--- src/rtl/div_sequencer.sv ---
// Multi-cycle restoring divider sequencer for the E stage: UDIV/SDIV, one quotient bit per cycle.
// Holds the front of the pipe via StallDivE and pulses DivDoneE for one cycle when results are ready.
module div_sequencer #(
  parameter int DATA_WIDTH       = 32,
  parameter int ALUCONTROL_WIDTH = 6
) (
  input  logic                        clk,
  input  logic                        reset,
  input  logic                        StartE,
  input  logic [ALUCONTROL_WIDTH-1:0] ALUControlE,
  input  logic [DATA_WIDTH-1:0]       SrcAE,
  input  logic [DATA_WIDTH-1:0]       SrcBE,
  input  logic                        AbortE,
  output logic                        StallDivE,
  output logic                        DivDoneE,
  output logic [DATA_WIDTH-1:0]       QuotientE,
  output logic [DATA_WIDTH-1:0]       RemainderE,
  output logic                        DivByZeroE
);

  localparam logic [1:0] IDLE = 2'd0;
  localparam logic [1:0] BUSY = 2'd1;
  localparam logic [1:0] DONE = 2'd2;

  localparam logic [ALUCONTROL_WIDTH-1:0] OpUdiv = ALUCONTROL_WIDTH'(6'b101110);
  localparam logic [ALUCONTROL_WIDTH-1:0] OpSdiv = ALUCONTROL_WIDTH'(6'b101111);
  localparam logic [5:0]                  LastStep = 6'(DATA_WIDTH - 1);

  logic [1:0]            stateR;
  logic [5:0]            countR;
  logic [DATA_WIDTH-1:0] quoR;
  logic [DATA_WIDTH-1:0] remR;
  logic [DATA_WIDTH-1:0] divR;
  logic                  quotNegR;
  logic                  remNegR;

  logic                  isDiv;
  logic                  signedOp;
  logic                  aNeg;
  logic                  bNeg;
  logic                  accept;
  logic [DATA_WIDTH-1:0] absA;
  logic [DATA_WIDTH-1:0] absB;
  logic [DATA_WIDTH:0]   trial;
  logic [DATA_WIDTH:0]   diff;
  logic                  fits;
  logic [DATA_WIDTH-1:0] remStep;
  logic [DATA_WIDTH-1:0] quoStep;

  always_comb begin
    isDiv     = (ALUControlE == OpUdiv) || (ALUControlE == OpSdiv);
    signedOp  = (ALUControlE == OpSdiv);
    aNeg      = signedOp & SrcAE[DATA_WIDTH-1];
    bNeg      = signedOp & SrcBE[DATA_WIDTH-1];
    absA      = aNeg ? -SrcAE : SrcAE;
    absB      = bNeg ? -SrcBE : SrcBE;
    accept    = (stateR == IDLE) & StartE & isDiv & ~AbortE;
    StallDivE = accept | (stateR == BUSY);
    DivDoneE  = (stateR == DONE);
  end

  // Quotient register doubles as the dividend shifter: each step pulls its MSB into the
  // partial remainder and shifts the new quotient bit in at the bottom.
  always_comb begin
    trial   = {remR, quoR[DATA_WIDTH-1]};
    diff    = trial - {1'b0, divR};
    fits    = ~diff[DATA_WIDTH];
    remStep = fits ? diff[DATA_WIDTH-1:0] : trial[DATA_WIDTH-1:0];
    quoStep = {quoR[DATA_WIDTH-2:0], fits};
  end

  always_ff @(posedge clk or posedge reset) begin
    if (reset) begin
      stateR     <= IDLE;
      countR     <= '0;
      quoR       <= '0;
      remR       <= '0;
      divR       <= '0;
      quotNegR   <= 1'b0;
      remNegR    <= 1'b0;
      QuotientE  <= '0;
      RemainderE <= '0;
      DivByZeroE <= 1'b0;
    end else begin
      case (stateR)
        IDLE: begin
          if (accept) begin
            quoR     <= absA;
            remR     <= '0;
            divR     <= absB;
            quotNegR <= aNeg ^ bNeg;
            remNegR  <= aNeg;
            countR   <= '0;
            if (SrcBE == '0) begin
              stateR     <= DONE;
              QuotientE  <= '0;
              RemainderE <= SrcAE;
              DivByZeroE <= 1'b1;
            end else begin
              stateR <= BUSY;
            end
          end
        end
        BUSY: begin
          if (AbortE) begin
            stateR <= IDLE;
          end else begin
            quoR   <= quoStep;
            remR   <= remStep;
            countR <= countR + 6'd1;
            if (countR == LastStep) begin
              stateR     <= DONE;
              QuotientE  <= quotNegR ? -quoStep : quoStep;
              RemainderE <= remNegR ? -remStep : remStep;
              DivByZeroE <= 1'b0;
            end
          end
        end
        DONE:    stateR <= IDLE;
        default: stateR <= IDLE;
      endcase
    end
  end

endmodule

--- config.mk ---
export PLATFORM = sky130hd
export DESIGN_NAME = div_sequencer
export DESIGN_NICKNAME = d
export VERILOG_FILES = /design/src/rtl/div_sequencer.sv
export SDC_FILE = /design/constraint.sdc
export NUM_CORES = 1
export LEC_CHECK = 0
export CORE_MARGIN = 1.5
export CORE_UTILIZATION = 31
export CTS_CLUSTER_DIAMETER = 40
export CTS_CLUSTER_SIZE = 8
export DETAILED_ROUTE_END_ITERATION = 8
export PLACE_DENSITY = 0.62
export SLEW_MARGIN = 20
export SYNTH_ARGS = -nofsm -noshare
export SYNTH_HDL_FRONTEND = slang
export SYNTH_SLANG_ARGS = --single-unit
--- constraint.sdc ---
create_clock -name clk -period 5.86 [get_ports clk]
set_clock_uncertainty 0.15 [all_clocks]
set_input_delay 1.172 -clock clk [delete_from_list [all_inputs] [get_ports clk]]
set_output_delay 1.172 -clock clk [all_outputs]
set_load 0.1 [all_outputs]
==> metrics.md <==
| Metric | Value |
|---|---|
| Yosys reg bits | 171 |
| Dominant combinational cell family by area after synthesis | compound AO/OA/AOI/OAI gates |
| Boundary pin count | 141 |
| Worst-Skew Late Latency | 0.45 ns |
| IR drop worst, VDD | 0.375 mV |
| Unrepaired setup endpoints after global routing | false |
| Std cell rows | 73 |
| Shortest period the worst path allows | 5.37 ns |
| Post-Synth Adder-Cell Area | 0.0389 |
| Share of synthesized cell area in and, or, nand and nor gates | 0.217 |
| Initial Utilization | 0.314 |
| Post-synthesis cell type count | 76 |
| Synth area leaders | dfrtp_1 (34%), o21ai_0 (7.0%), nand2_1 (5.9%), xor2_1 (5.5%), a21oi_1 (4.8%) |
| Total of hold buffers inserted after clock tree synthesis | 0 |
| Met1 GRT Util | 0.279 |
| Total CTS buffers | 17 |
| Placed wire-length estimate | 29300 um |
| Number of synthesized flops with an enable pin | 0 |
| Period utilization | 0.917 |
| Detailed-router iteration count before antenna repair | 7 |
| Clock-pin slew of the registers on the worst-case setup and hold paths | 0.07 ns |
| Run status | completed |
| CTS root buffer | clkbuf_16 |
| Number of post-CTS setup repair buffers | 0 |
| Cells resized by post-CTS repair | 0 |
| Weighted congestion reported at the end of routability-driven placement | 0.883 |
| Detail Route Antenna Nets | 0 |
| Worst-path fanout max | 8 |
| Start point of the critical path | quoR[31] |
| Final WL | 38500 um |
| CTS H-Tree Depth | 4 |
| CTS tree | done |
| Total via count after detailed routing | 11500 |
| Combined area of all synthesized cells | 12400 um2 |
| Die outline area | 41300 um2 |
| Type of the tightest min-delay check | register to register |
| Final Hold Violating Endpoints | 0 |
| Largest area contributor in the synthesized netlist | dfrtp_1 |
| Syn_area_per_cell | 8.03 um2 |
| Area fraction of the dominant cell type after synthesis | 0.344 |
| P_leak | 6.09 nW |
| Top_reg_cell synth | dfrtp_1 |
| Areal power density over the cells | 512 nW/um2 |
| Most congested layer reported by global routing | met2 |
| Fraction of final layout cells with drive strength greater than 1 | 0.0624 |
| Total gr overflow | 0 |
| Met3 track demand over resource in global routing | 0.0225 |
| Diode insertion count for antenna repair | 0 |
| Startpoint of the most critical register-to-register path | quoR[31] |
| DRC | 0 |
| Hold Startpoint | QuotientE[21] |
| WS Path Type | register to register |
| Detailed Route Iter0 Violations | 899 |
| Final TNS setup | 0 ns |
| Layout overhead on the synthesized area | 20.0% |
| Net Count, Synth | 1660 |
| Post-Route Hold Slack | 0.328 ns |
| Number of global-route vias before repair | 10800 |
| Wire length per cell after detailed routing | 17.7 um |
| Worst-margin pin slew | 0.999 ns |
| Multiplexer fraction of the synthesized cell area | 0.0357 |
| Synth Area in Compound Gates | 0.229 |
| Startpoint kind of the worst setup timing path | register |
| Worst Path Required | 6.03 ns |
| Setup violators final | 0 |
| Syn. warnings | 0 |
| Horizontal extent of the die | 203 um |
| Instance count of the mapped netlist | 1548 |
| Initial antenna violation count | 0 |
| IO buf count | 140 |
| Core Box Area | 39600 um2 |
| Max-cap check violation count | 0 |
| Arrival time at the worst endpoint | 5.55 ns |
| Proportion of synthesized flip-flops having asynchronous set or reset | 1.00 |
| M2 GR Usage | 0.285 |
| Total count of max-transition violations in the final report | 0 |
| Register area share after synthesis | 0.344 |
| First-pass GRT wire length | 61700 um |
| Element type at the critical path end | register |
| Die height | 203 um |
| Maximum number of pins on one net before global-route repair | 92 |
| Top achievable clock speed | 186 MHz |
| Rel. slew slack | 0.332 |
| Number of sinks handled by clock tree synthesis | 171 |
| Average vias per placed instance | 5.30 |
| Maximum clock insertion buffer count | 2 |
| Synthesized-area fraction occupied by xor and xnor cells | 0.0889 |
| Total global routing track utilization | 0.188 |
| NumNets Final | 1749 |
## sequential cells by signal, summed over array words and instances (netlist names), 2 cells and up
name / count
stateR: 2
countR: 6
quoR: 32
QuotientE: 32
remR: 32
RemainderE: 32
divR: 32
## cell usage after synthesis (all sizes together), types with 7 or more instances
library cell / n
a31oi: 23
o22ai: 7
o21ai: 181
xor2: 78
nand3: 62
inv: 59
a211oi: 20
nand4: 15
or4: 11
nor3b: 7
o211ai: 11
mux2i: 32
dfrtp: 171
nor2: 122
nand2: 195
and3: 18
xnor2: 46
a21oi: 123
and2: 13
clkbuf: 66
nor3: 32
o41ai: 12
or2: 8
nand2b: 10
or3: 29
a21o: 15
ha: 37
nor4: 13
o31ai: 32
buf: 22
mux2: 11
## layer usage
layer,share of wire,wire length (um)
met1,0.49,18900
met4,0.018,703
met3,0.051,1980
met5,0,0
met2,0.44,16900
## worst paths after layout
path	endpoint	slack, ns	cells past startpoint
setup / recovery	RemainderE[24]	0.49	20
hold / removal	QuotientE[21]	0.33	2
setup reg to reg	RemainderE[24]	0.49	20
hold reg to reg	QuotientE[21]	0.33	2
max in group asynchronous	divR[23]	3.25	3
min in group asynchronous	RemainderE[7]	1.14	2
## placed cells by master (no fill, tap or decap), types with 17 or more instances in the layout
| cell | count |
|---|---|
| dfrtp_1 | 171 |
| xor2_1 | 78 |
| a21oi_1 | 119 |
| xnor2_1 | 45 |
| a211oi_1 | 18 |
| clkdlybuf4s50_1 | 139 |
| a31oi_1 | 22 |
| mux2i_1 | 32 |
| and3_1 | 18 |
| nor2_1 | 119 |
| nand3_1 | 62 |
| or3_1 | 27 |
| clkbuf_16 | 17 |
| nor3_1 | 31 |
| ha_1 | 37 |
| nand2_1 | 195 |
| inv_1 | 56 |
| buf_4 | 18 |
| o31ai_1 | 27 |
| o21ai_0 | 174 |
## through the flow
step	setup WS (ns)	instance area, um2	std cells	total power [mW]	utilization
after floorplan	0.580	12400	1548	5.21	-
after global placement	0.674	14300	2143	6.35	0.361
after detailed placement	0.560	14300	2143	6.37	0.361
after CTS	0.492	14900	2175	7.57	0.376
after global routing	0.176	14900	2175	8.19	0.376
final	0.485	14900	2175	7.63	0.376
## layout make-up
type	count	area, um2
fillers	4109	24700
multi-input cells	1230	7610
flip-flops and latches	171	4280
repair buffers	158	1550
well taps	525	657
clock buffers	18	439
inverters	59	228
clock inverters	14	153
## where the power goes
group          switching (mW)  internal, mW  total, mW
clock                   0.552         0.615       1.17
combinational            3.00          1.78       4.78
sequential              0.306          1.38       1.69
total                    3.86          3.78       7.63
## cells by family (layout without fill, tap and decap cells)
logic type	after synthesis	in the layout
AND/OR/NAND/NOR	560	560
AO/OA/AOI/OAI	465	465
flip-flops	171	171
buffers and inverters	147	249
XOR/XNOR	124	124
multiplexers	43	43
adder cells (fa/ha/maj)	38	38
## worst max-delay path: stages, from the launching register on
cell	delay, ns
dfrtp_1	0.38
inv_1	0.08
ha_1	0.23
fa_1	0.42
nand2b_1	0.21
a211oi_2	0.27
nor2_2	0.15
o31ai_4	0.32
a21oi_2	0.14
xnor2_4	0.23
inv_4	0.06
a21oi_1	0.27
ha_1	0.27
inv_1	0.06
or4_1	0.53
nor4_1	0.18
mux2i_1	0.27
a221o_1	0.42
o31a_1	0.34
mux2i_1	0.16
nand3_1	0.08
(Power assumes the default switching activity.)
